## src/rtl/sr_pkg.sv

```systemverilog
// Shared types and constants for the SR latch command driver.
package sr_pkg;

  // Driver sequencing states.
  typedef enum logic [1:0] {
    IDLE  = 2'd0,
    PULSE = 2'd1,
    GUARD = 2'd2
  } sr_state_e;

  // Latch input codes as {S, R}. Bit 1 is S, bit 0 is R; 2'b11 is never produced.
  localparam logic [1:0] SR_HOLD = 2'b00;
  localparam logic [1:0] SR_CLR  = 2'b01;
  localparam logic [1:0] SR_SET  = 2'b10;

  // Larger of two integers, used to size the shared interval counter.
  function automatic int max_int(input int a, input int b);
    return (a > b) ? a : b;
  endfunction

endpackage

```

## src/rtl/sr_latch_driver.sv

```systemverilog
// Command-side initiator for a clocked SR latch: each accepted set/clear command
// becomes a timed S or R pulse, a guard interval with S=R=0, then a Q readback check.
module sr_latch_driver
  import sr_pkg::*;
#(
  parameter int PULSE_CYCLES   = 2,
  parameter int GUARD_CYCLES   = 1,
  parameter bit SKIP_REDUNDANT = 1'b1
) (
  input  logic       clk,
  input  logic       reset,
  input  logic       cmd_valid,
  input  logic       cmd_set,
  output logic       cmd_ready,
  input  logic       q_fb,
  output logic       s_out,
  output logic       r_out,
  output logic       done,
  output logic       err,
  output logic [1:0] state_dbg
);

  localparam int CW = $clog2(max_int(PULSE_CYCLES, GUARD_CYCLES) + 1);
  localparam logic [CW-1:0] PULSE_LOAD = CW'(PULSE_CYCLES - 1);
  localparam logic [CW-1:0] GUARD_LOAD = CW'(GUARD_CYCLES - 1);

  sr_state_e     state, state_n;
  logic [CW-1:0] cnt, cnt_n;
  logic          cmd_q, cmd_n;
  logic [1:0]    sr_q, sr_n;
  logic          done_n, err_n;

  // Handshake: a command transfers on a rising edge where cmd_valid && cmd_ready.
  // cmd_ready is high only in IDLE outside reset; there is no command buffer, so a
  // source presenting a command while the driver is busy must hold it until accepted.
  assign cmd_ready = (state == IDLE) && !reset;

  // S and R come straight from one registered code, so they can never both be high.
  assign s_out     = sr_q[1];
  assign r_out     = sr_q[0];
  assign state_dbg = state;

  // State, counter, latched command and registered outputs.
  always_ff @(posedge clk) begin
    if (reset) begin
      state <= IDLE;
      cnt   <= '0;
      cmd_q <= 1'b0;
      sr_q  <= SR_HOLD;
      done  <= 1'b0;
      err   <= 1'b0;
    end else begin
      state <= state_n;
      cnt   <= cnt_n;
      cmd_q <= cmd_n;
      sr_q  <= sr_n;
      done  <= done_n;
      err   <= err_n;
    end
  end

  // Next-state, counter and output decode; the counter is reloaded on each state entry.
  always_comb begin
    state_n = state;
    cnt_n   = cnt;
    cmd_n   = cmd_q;
    sr_n    = SR_HOLD;
    done_n  = 1'b0;
    err_n   = 1'b0;
    unique case (state)
      IDLE: begin
        if (cmd_valid && cmd_ready) begin
          cmd_n = cmd_set;
          if (SKIP_REDUNDANT && (q_fb == cmd_set)) begin
            // Latch already holds the requested value: finish without a pulse.
            done_n = 1'b1;
          end else begin
            state_n = PULSE;
            cnt_n   = PULSE_LOAD;
            sr_n    = cmd_set ? SR_SET : SR_CLR;
          end
        end
      end
      PULSE: begin
        if (cnt == '0) begin
          state_n = GUARD;
          cnt_n   = GUARD_LOAD;
        end else begin
          cnt_n = cnt - CW'(1);
          sr_n  = cmd_q ? SR_SET : SR_CLR;
        end
      end
      GUARD: begin
        if (cnt == '0) begin
          state_n = IDLE;
          done_n  = 1'b1;
          err_n   = (q_fb != cmd_q);
        end else begin
          cnt_n = cnt - CW'(1);
        end
      end
      default: begin
        state_n = IDLE;
        cnt_n   = '0;
      end
    endcase
  end

endmodule

```

## config.mk

```make
export PLATFORM = sky130hd
export DESIGN_NAME = sr_latch_driver
export DESIGN_NICKNAME = d
export VERILOG_FILES = /design/src/rtl/sr_pkg.sv /design/src/rtl/sr_latch_driver.sv
export SDC_FILE = /design/constraint.sdc
export NUM_CORES = 1
export LEC_CHECK = 0
export ABC_CLOCK_PERIOD_IN_PS = 1700
export CORE_AREA = 10 10 47 49
export DETAILED_ROUTE_END_ITERATION = 12
export DIE_AREA = 0 0 57 59
export DONT_BUFFER_PORTS = 1
export GPL_ROUTABILITY_DRIVEN = 0
export GPL_TIMING_DRIVEN = 0
export PLACE_DENSITY = 0.62
export SLEW_MARGIN = 25
export SYNTH_ARGS = -nofsm -noshare
export SYNTH_HDL_FRONTEND = slang
export SYNTH_SLANG_ARGS = --single-unit
```

## constraint.sdc

```tcl
create_clock -name clk -period 1.7 [get_ports clk]
set_clock_uncertainty 0.2 [all_clocks]
set_input_delay 0 -clock clk [delete_from_list [all_inputs] [get_ports clk]]
set_output_delay 0 -clock clk [all_outputs]
set_load 0.02 [all_outputs]
```

==> results.txt, run 1 <==
Syn Nets: 65
predominant post-synthesis flop cell: dfxtp_1
Antenna Nets Post-Route: 0
setup ws final: 0.06958 ns
Area growth syn-to-layout: 25.31%
Seq cells post-synth: 9
largest net degree at the start of global routing: 11
Max Fclk: 0.6133 GHz
fin crit share: 0.9591
Max Buffers Root-to-Sink: 2
Yosys cell types: 25
Site Rows: 14
DRT Pass-1 Iters: 4
Via density: 5.159
post-synthesis sequential area ratio: 0.3573
Cell Pwr Density: 837.7 nW/µm²
fin nets: 77
number of global-route vias before repair: 460
number of synthesized flops with an enable pin: 0
diodes inserted: 0
asr flop ratio synth: 0
CP endpoint kind: flop
pre-CTS WS: 0.06805 ns
Slew headroom: 0.6882
first-pass GRT wire length: 1932 µm
slowest CP cell: dlygate4sd3_1
Max stage delay on crit path: 0.59 ns
IO Count: 12
First DRT Iteration DRCs: 6
CTS Sinks: 9
CTS tree: yes
starting density of the core: 0.3598
GRT overflow: 0
layout cell share with drive strength beyond 1: 0.1667
Final min period: 1.630 ns
slew at the pin closest to its max-slew limit: 0.4676 ns
CP startpoint kind: primary input
max capacitance violation total: 0
GR Util All Layers: 0.07174
Yosys warnings: 0
setup bufs post-CTS: 0
final setup vio count: 0
Worst Path Required: 1.63 ns
residual DRC count: 0
DIE WIDTH: 57 µm
antenna violations before repair: 0
area leader, netlist: dfxtp_1
half-perimeter wire length after placement: 740.3 µm
cell area after synthesis: 504.2 µm²
Crit path arrival time: 1.56 ns
CP Max Fanout: 2
chip height: 59 µm
CTS Root Cell: clkbuf_4
Clock transition at path regs: 0.06 ns
Worst R2R Setup Slack: 0.13 ns
outcome: finished clean
Avg Inst Size Synth: 9.168 µm²
# port buffers: 0
max-slew violation count: 0
Setup CP Type: in -> reg
routed len/inst: 14.05 µm
die area: 3363 µm²
Synth top area share: 0.3573
cts bufs inserted: 3
most used cell, CP: dlygate4sd3_1
Fin. Hold Viols: 0
Min-Delay Path Class: in -> reg
clock latency on the worst-skew pair: 0.26 ns
worst path bufs/invs: 2
final core utilization: 0.4509
core area: 1401 µm²
Lkg Pwr: 0.2492 nW
H-tree Lvls: 1
RSZ-0062 raised after global routing: false
Worst IR Drop VDD: 0.5489 mV
drt total wl: 1152 µm
top post-synthesis cells by area: dfxtp_1 (36%), ha_1 (12%), inv_1 (5.2%)
Post-Route Setup TNS: 0 ns
commonest cells in the synthesized netlist: dfxtp_1 (9), inv_1 (7), ha_1 (5)
Post-Syn Instances: 55
CP Cell Sequence: dlygate4sd3_1 -> ha_2 -> dlygate4sd3_1 -> a32oi_1 -> nor3_1
CP top delay family: buffers and inverters
Via Count: 423
top-count cell post-synth: dfxtp_1
## cell usage in the layout, fill, tap and decap left out, drive strengths merged, types with 2 or more instances in the layout
cell type    n
nor3         4
inv          7
ha           5
nor4         3
dlygate4sd3  7
dfxtp        9
clkbuf       5
nor2b        2
a32oi        2
buf          2
nand3        2
nor2         2
a211oi       2
a21oi        2
nor3b        3
## worst register-to-register path, delay by kind of cell, from the launching register on
family                   cells  cell delay (ns)
AO/OA/AOI/OAI                1             0.19
adder cells (fa/ha/maj)      1             0.26
buffers and inverters        1             0.09
flip-flops                   1             0.33
AND/OR/NAND/NOR              2             0.42
## final timing paths
path,end,from,depth (start not counted)
setup / recovery,sr_q[1],cmd_set,5
hold / removal,cnt[0],q_fb,4
setup reg to reg,cnt[1],cnt[0],5
hold reg to reg,cnt[0],cnt[0],1
## stage by stage
step | hold slack, ns | total power (W) | instance area (µm²) | instances
detailed placement | -0.03411 | 0.0003494 | 524.3 | 71
finish | 0.05355 | 0.0005293 | 631.9 | 82
floorplan | -0.05279 | 0.0003318 | 504.2 | 55
global placement | -0.03885 | 0.0003477 | 524.3 | 71
global route | 0.1136 | 0.0005609 | 631.9 | 82
CTS | 0.03771 | 0.0005313 | 625.6 | 82
## area by class of cell
class	instances	area [µm²]
inverters	7	26.28
plain buffers	3	20.02
repair buffers	7	70.07
flip-flops and latches	9	181.4
well taps	16	20.02
fillers	149	769.5
multi-input cells	36	287.8
clock buffers	4	26.28
## metal layers
layer,part of all wire,global-route usage,vias up
met5,0,0,-
li1,-,-,216
met2,0.45,0.1116,18
met3,0.12,0.05579,4
met4,0.028,0.03356,0
met1,0.40,0.06888,185
## flip-flops by register name (all words and copies together) (netlist names)
name,count
err,1
cmd_q,1
cnt,2
state_dbg,2
done,1
sr_q,2
## where the power goes
| group | switching, W | internal, W | total (W) |
|---|---|---|---|
| Combinational | 0.0000627 | 0.0000576 | 0.000120 |
| Clock | 0.0000688 | 0.0000901 | 0.000159 |
| Sequential | 0.0000238 | 0.000226 | 0.000250 |
| Total | 0.000155 | 0.000374 | 0.000529 |
## timing repair
action	in CTS	in global routing
endpoints found under the setup margin	1	3
gates resized for setup	1	3
pin swaps	0	1
hold endpoints to repair	9	0
hold buffers	7	0
## logic make-up (layout without fill, tap and decap cells)
| kind of cell | Yosys count | after routing | synth area share |
|---|---|---|---|
| mux | 1 | 1 | 0.01985 |
| compound gates | 9 | 9 | 0.1315 |
| fa+ha+maj | 5 | 5 | 0.1241 |
| flops | 9 | 9 | 0.3573 |
| xor+xnor | 1 | 1 | 0.01737 |
| buf+inv | 10 | 21 | 0.09180 |
| simple gates | 20 | 20 | 0.2581 |
Note: power is estimated with default switching activity, not from simulation.
==> inputs of run 2 (changes only) <==
- ABC_CLOCK_PERIOD_IN_PS: 1700 -> 1950
- HOLD_SLACK_MARGIN: default -> 0.02
- clock period: 1.7 -> 1.95 ns (I/O delays scaled with it)
==> results.txt, run 2 (synthesized netlist as in run 1, its figures left out) <==
Via Count: 413
Final min period: 1.829 ns
worst path bufs/invs: 3
CP Max Fanout: 3
Worst Reg-to-Reg Cells: 5
start of the worst register-to-register path: state_dbg[1]
Clock transition at path regs: 0.06 ns
Layout Cells excl Fill: 80
fin nets: 75
setup ws final: 0.1210 ns
Slew headroom: 0.5393
First DRT Iteration DRCs: 6
Fill cells: 150
Max Buffers Root-to-Sink: 2
CTS Sinks: 9
Site Rows: 14
CP Cell Sequence: dlygate4sd3_1 -> inv_1 -> ha_1 -> nand3_1 -> dlygate4sd3_1 -> a211oi_1
drt total wl: 1008 µm
H-tree Lvls: 1
Post-Place Cells: 71
Area growth syn-to-layout: 19.11%
Fin. Hold Viols: 0
GRT overflow: 0
Lkg Pwr: 0.2362 nW
Worst Path Required: 1.94 ns
leading cell type in the layout, fill and taps excluded: dfxtp_1
diodes inserted: 0
hold path depth: 1
Hold WS: 0.3083 ns
Crit path arrival time: 1.81 ns
starting density of the core: 0.3598
max capacitance violation total: 0
CTS resizes: 0
CTS tree: yes
CP startpoint: cmd_set
residual DRC count: 0
most frequent cells in the layout: dfxtp_1 (9), inv_1 (7), ha_1 (5), dlygate4sd3_1 (5), nor3_1 (4)
fin crit share: 0.9379
Antenna Nets Post-Route: 0
pre-CTS WS: 0.3180 ns
Max Fclk: 0.5468 GHz
antenna violations before repair: 0
GR Util All Layers: 0.06871
die area: 3363 µm²
Worst Hold End: cnt[0]
CP endpoint kind: flop
Via density: 5.163
outcome: finished clean
slowest CP cell: dlygate4sd3_1
CP top delay family: buffers and inverters
# port buffers: 0
Setup CP Type: in -> reg
first-pass GRT wire length: 1787 µm
Worst IR Drop VDD: 0.4748 mV
WP depth: 6
Worst R2R Setup Slack: 0.17 ns
CTS Root Cell: clkbuf_4
final setup vio count: 0
slew at the pin closest to its max-slew limit: 0.6858 ns
CP startpoint kind: primary input
number of global-route vias before repair: 423
Post-Route Setup TNS: 0 ns
chip height: 59 µm
layout cell share with drive strength beyond 1: 0.1094
DIE WIDTH: 57 µm
Min-Delay Path Class: reg -> reg
clock latency on the worst-skew pair: 0.27 ns
most used cell, CP: dlygate4sd3_1
IO Count: 12
cts bufs inserted: 3
core area: 1401 µm²
Cell Pwr Density: 757.5 nW/µm²
routed len/inst: 12.60 µm
max-slew violation count: 0
largest net degree at the start of global routing: 11
hold path startpoint: cnt[0]
R2R Path End: done
RSZ-0062 raised after global routing: false
DRT Pass-1 Iters: 3
Max stage delay on crit path: 0.58 ns
half-perimeter wire length after placement: 740.3 µm
run 2: layer usage:
layer	share of wire	GRT usage
met2	0.42	0.09922
met3	0.097	0.04936
met4	0.036	0.05369
met5	0	0
met1	0.45	0.06651
run 2: report_power, final:
part | switching, W | internal, W
logic | 0.0000513 | 0.0000434
clock network | 0.0000638 | 0.0000788
registers | 0.0000207 | 0.000197
run 2: worst max path at each step:
stage,endpoint
2_1_floorplan,cnt[0]
3_3_place_gp,cnt[0]
3_5_place_dp,cnt[0]
4_1_cts,done
5_1_grt,cnt[0]
6_report,done
run 2: worst register-to-register path, stage by stage, from the launching register on:
cell and delay [ns]:
dfxtp_1 0.40, buf_6 0.18, inv_1 0.10, nand3_1 0.07
dlygate4sd3_1 0.55, a211oi_1 0.21
run 2: cell type report:
| type | instances | area [µm²] | share of cell area |
|---|---|---|---|
| multi-input combinational | 36 | 277.8 | 0.4625 |
| clock buffer | 4 | 26.28 | 0.04375 |
| inverter | 7 | 26.28 | 0.04375 |
| tap | 16 | 20.02 | 0.03333 |
| sequential | 9 | 180.2 | 0.3000 |
| timing repair buffer | 5 | 50.05 | 0.08333 |
| buffer | 3 | 20.02 | 0.03333 |
run 2: stage by stage:
stage	utilization	total power, W	instance area (µm²)
floorplan	-	0.0002893	504.2
global placement	0.3741	0.0003031	524.3
detailed placement	0.3741	0.0003046	524.3
CTS	0.4286	0.0004574	600.6
global route	0.4286	0.0004824	600.6
finish	0.4286	0.0004550	600.6
run 2: what timing repair did:
item / 4_1_cts / 5_1_grt
endpoints found under the hold margin: 9 / 0
buffers inserted: 0 / 0
hold buffers: 5 / 0
==> inputs of run 3 (changes only) <==
- CTS_BUF_LIST: default -> sky130_fd_sc_hd__clkbuf_8
==> results.txt, run 3 (synthesized netlist as in run 1, its figures left out) <==
outcome: finished clean
Final min period: 1.909 ns
cts bufs inserted: 3
half-perimeter wire length after placement: 740.3 µm
first-pass GRT wire length: 1828 µm
largest net degree at the start of global routing: 11
Site Rows: 14
Total Power: 0.0005230 W
die area: 3363 µm²
clock network power share: 0.388
GR Util All Layers: 0.06698
First DRT Iteration DRCs: 6
Worst Reg-to-Reg Cells: 5
Fin. Hold Viols: 0
final core utilization: 0.4616
# port buffers: 0
GRT overflow: 0
placed cell areas: 524.3 µm²
leading cell type in the layout, fill and taps excluded: dfxtp_1
slew at the pin closest to its max-slew limit: 0.6857 ns
most frequent cells in the layout: dfxtp_1 (9), inv_1 (8), dlygate4sd3_1 (6)
Int Pwr: 0.0003820 W
switching power: 0.0001411 W
routed len/inst: 13.60 µm
Setup CP Type: reg -> reg
max capacitance violation total: 0
CTS Sinks: 9
Max Fclk: 0.5238 GHz
max-slew violation count: 0
pre-CTS WS: 0.3180 ns
Switching Fraction: 0.2697
Worst IR Drop VDD: 0.5438 mV
starting density of the core: 0.3598
CTS tree: yes
IO Count: 12
fin crit share: 0.9790
DRT Pass-1 Iters: 2
CTS Root Cell: clkbuf_8
CP startpoint kind: flop
Hold WS: 0.03849 ns
Via Count: 426
hold path depth: 3
layout cell share with drive strength beyond 1: 0.1385
number of global-route vias before repair: 426
Via density: 5.259
core area: 1401 µm²
fin nets: 76
Worst Path Required: 1.86 ns
DIE WIDTH: 57 µm
Lkg Pwr: 0.2575 nW
final setup vio count: 0
Area growth syn-to-layout: 28.29%
Max Buffers Root-to-Sink: 2
setup ws final: 0.04104 ns
Slew headroom: 0.5393
Fill cells: 148
residual DRC count: 0
diodes inserted: 0
sequential share of power: 0.419
Clock transition at path regs: 0.04 ns
antenna violations before repair: 0
chip height: 59 µm
Cell Pwr Density: 808.6 nW/µm²
H-tree Lvls: 1
CP endpoint kind: flop
Min-Delay Path Class: in -> reg
drt total wl: 1102 µm
combinational share of power: 0.193
Antenna Nets Post-Route: 0
Final Cell Area: 646.9 µm²
clock latency on the worst-skew pair: 0.23 ns
Crit path arrival time: 1.82 ns
CP Max Fanout: 10
## run 3: path summary, 6_finish.rpt
| kind | to | slack [ns] | from |
|---|---|---|---|
| max | cmd_q | 0.04 | state_dbg[1] |
| min | cnt[0] | 0.04 | cmd_valid |
| max reg2reg | cmd_q | 0.04 | state_dbg[1] |
| min reg2reg | cnt[0] | 0.31 | cnt[0] |
## run 3: layer usage
layer	global-route usage	up-vias	share of wire
met2	0.1023	13	0.43
li1	-	218	-
met1	0.07363	193	0.46
met4	0.01342	0	0.013
met5	0	-	0
met3	0.04936	2	0.089
## run 3: cell type report
class	count	area [µm²]	share of cell area
buffer	3	20.02	0.03095
clock buffer	3	41.29	0.06383
clock inverter	1	3.754	0.005803
inverter	7	26.28	0.04062
multi-input combinational	36	295.3	0.4565
sequential	9	180.2	0.2785
tap	16	20.02	0.03095
timing repair buffer	6	60.06	0.09284
## run 3: critical path, cell delays in order, from the launching register on
cell and delay (ns):
dfxtp_1 0.39, buf_6 0.18, nor3b_2 0.21, mux2i_1 0.21, nor2_1 0.05, dlygate4sd3_1 0.55
## run 3: what timing repair did
action,CTS,global route
gates resized for setup,0,2
endpoints found under the hold margin,9,0
hold buffers,6,0
setup buffers,0,0
endpoints found under the setup margin,0,3
## run 3: power groups by stage
stage	combinational, W	sequential (W)	clock (W)
floorplan	0.0000708	0.000218	0
global placement	0.0000812	0.000222	0
detailed placement	0.0000823	0.000222	0
CTS	0.0000962	0.000219	0.000210
global route	0.000114	0.000221	0.000219
finish	0.000101	0.000219	0.000203
## run 3: through the flow
stage | cells | setup TNS (ns)
after floorplan | 55 | 0
after global placement | 71 | 0
after detailed placement | 71 | 0
after CTS | 81 | 0
after global routing | 81 | -0.03453
final | 81 | 0
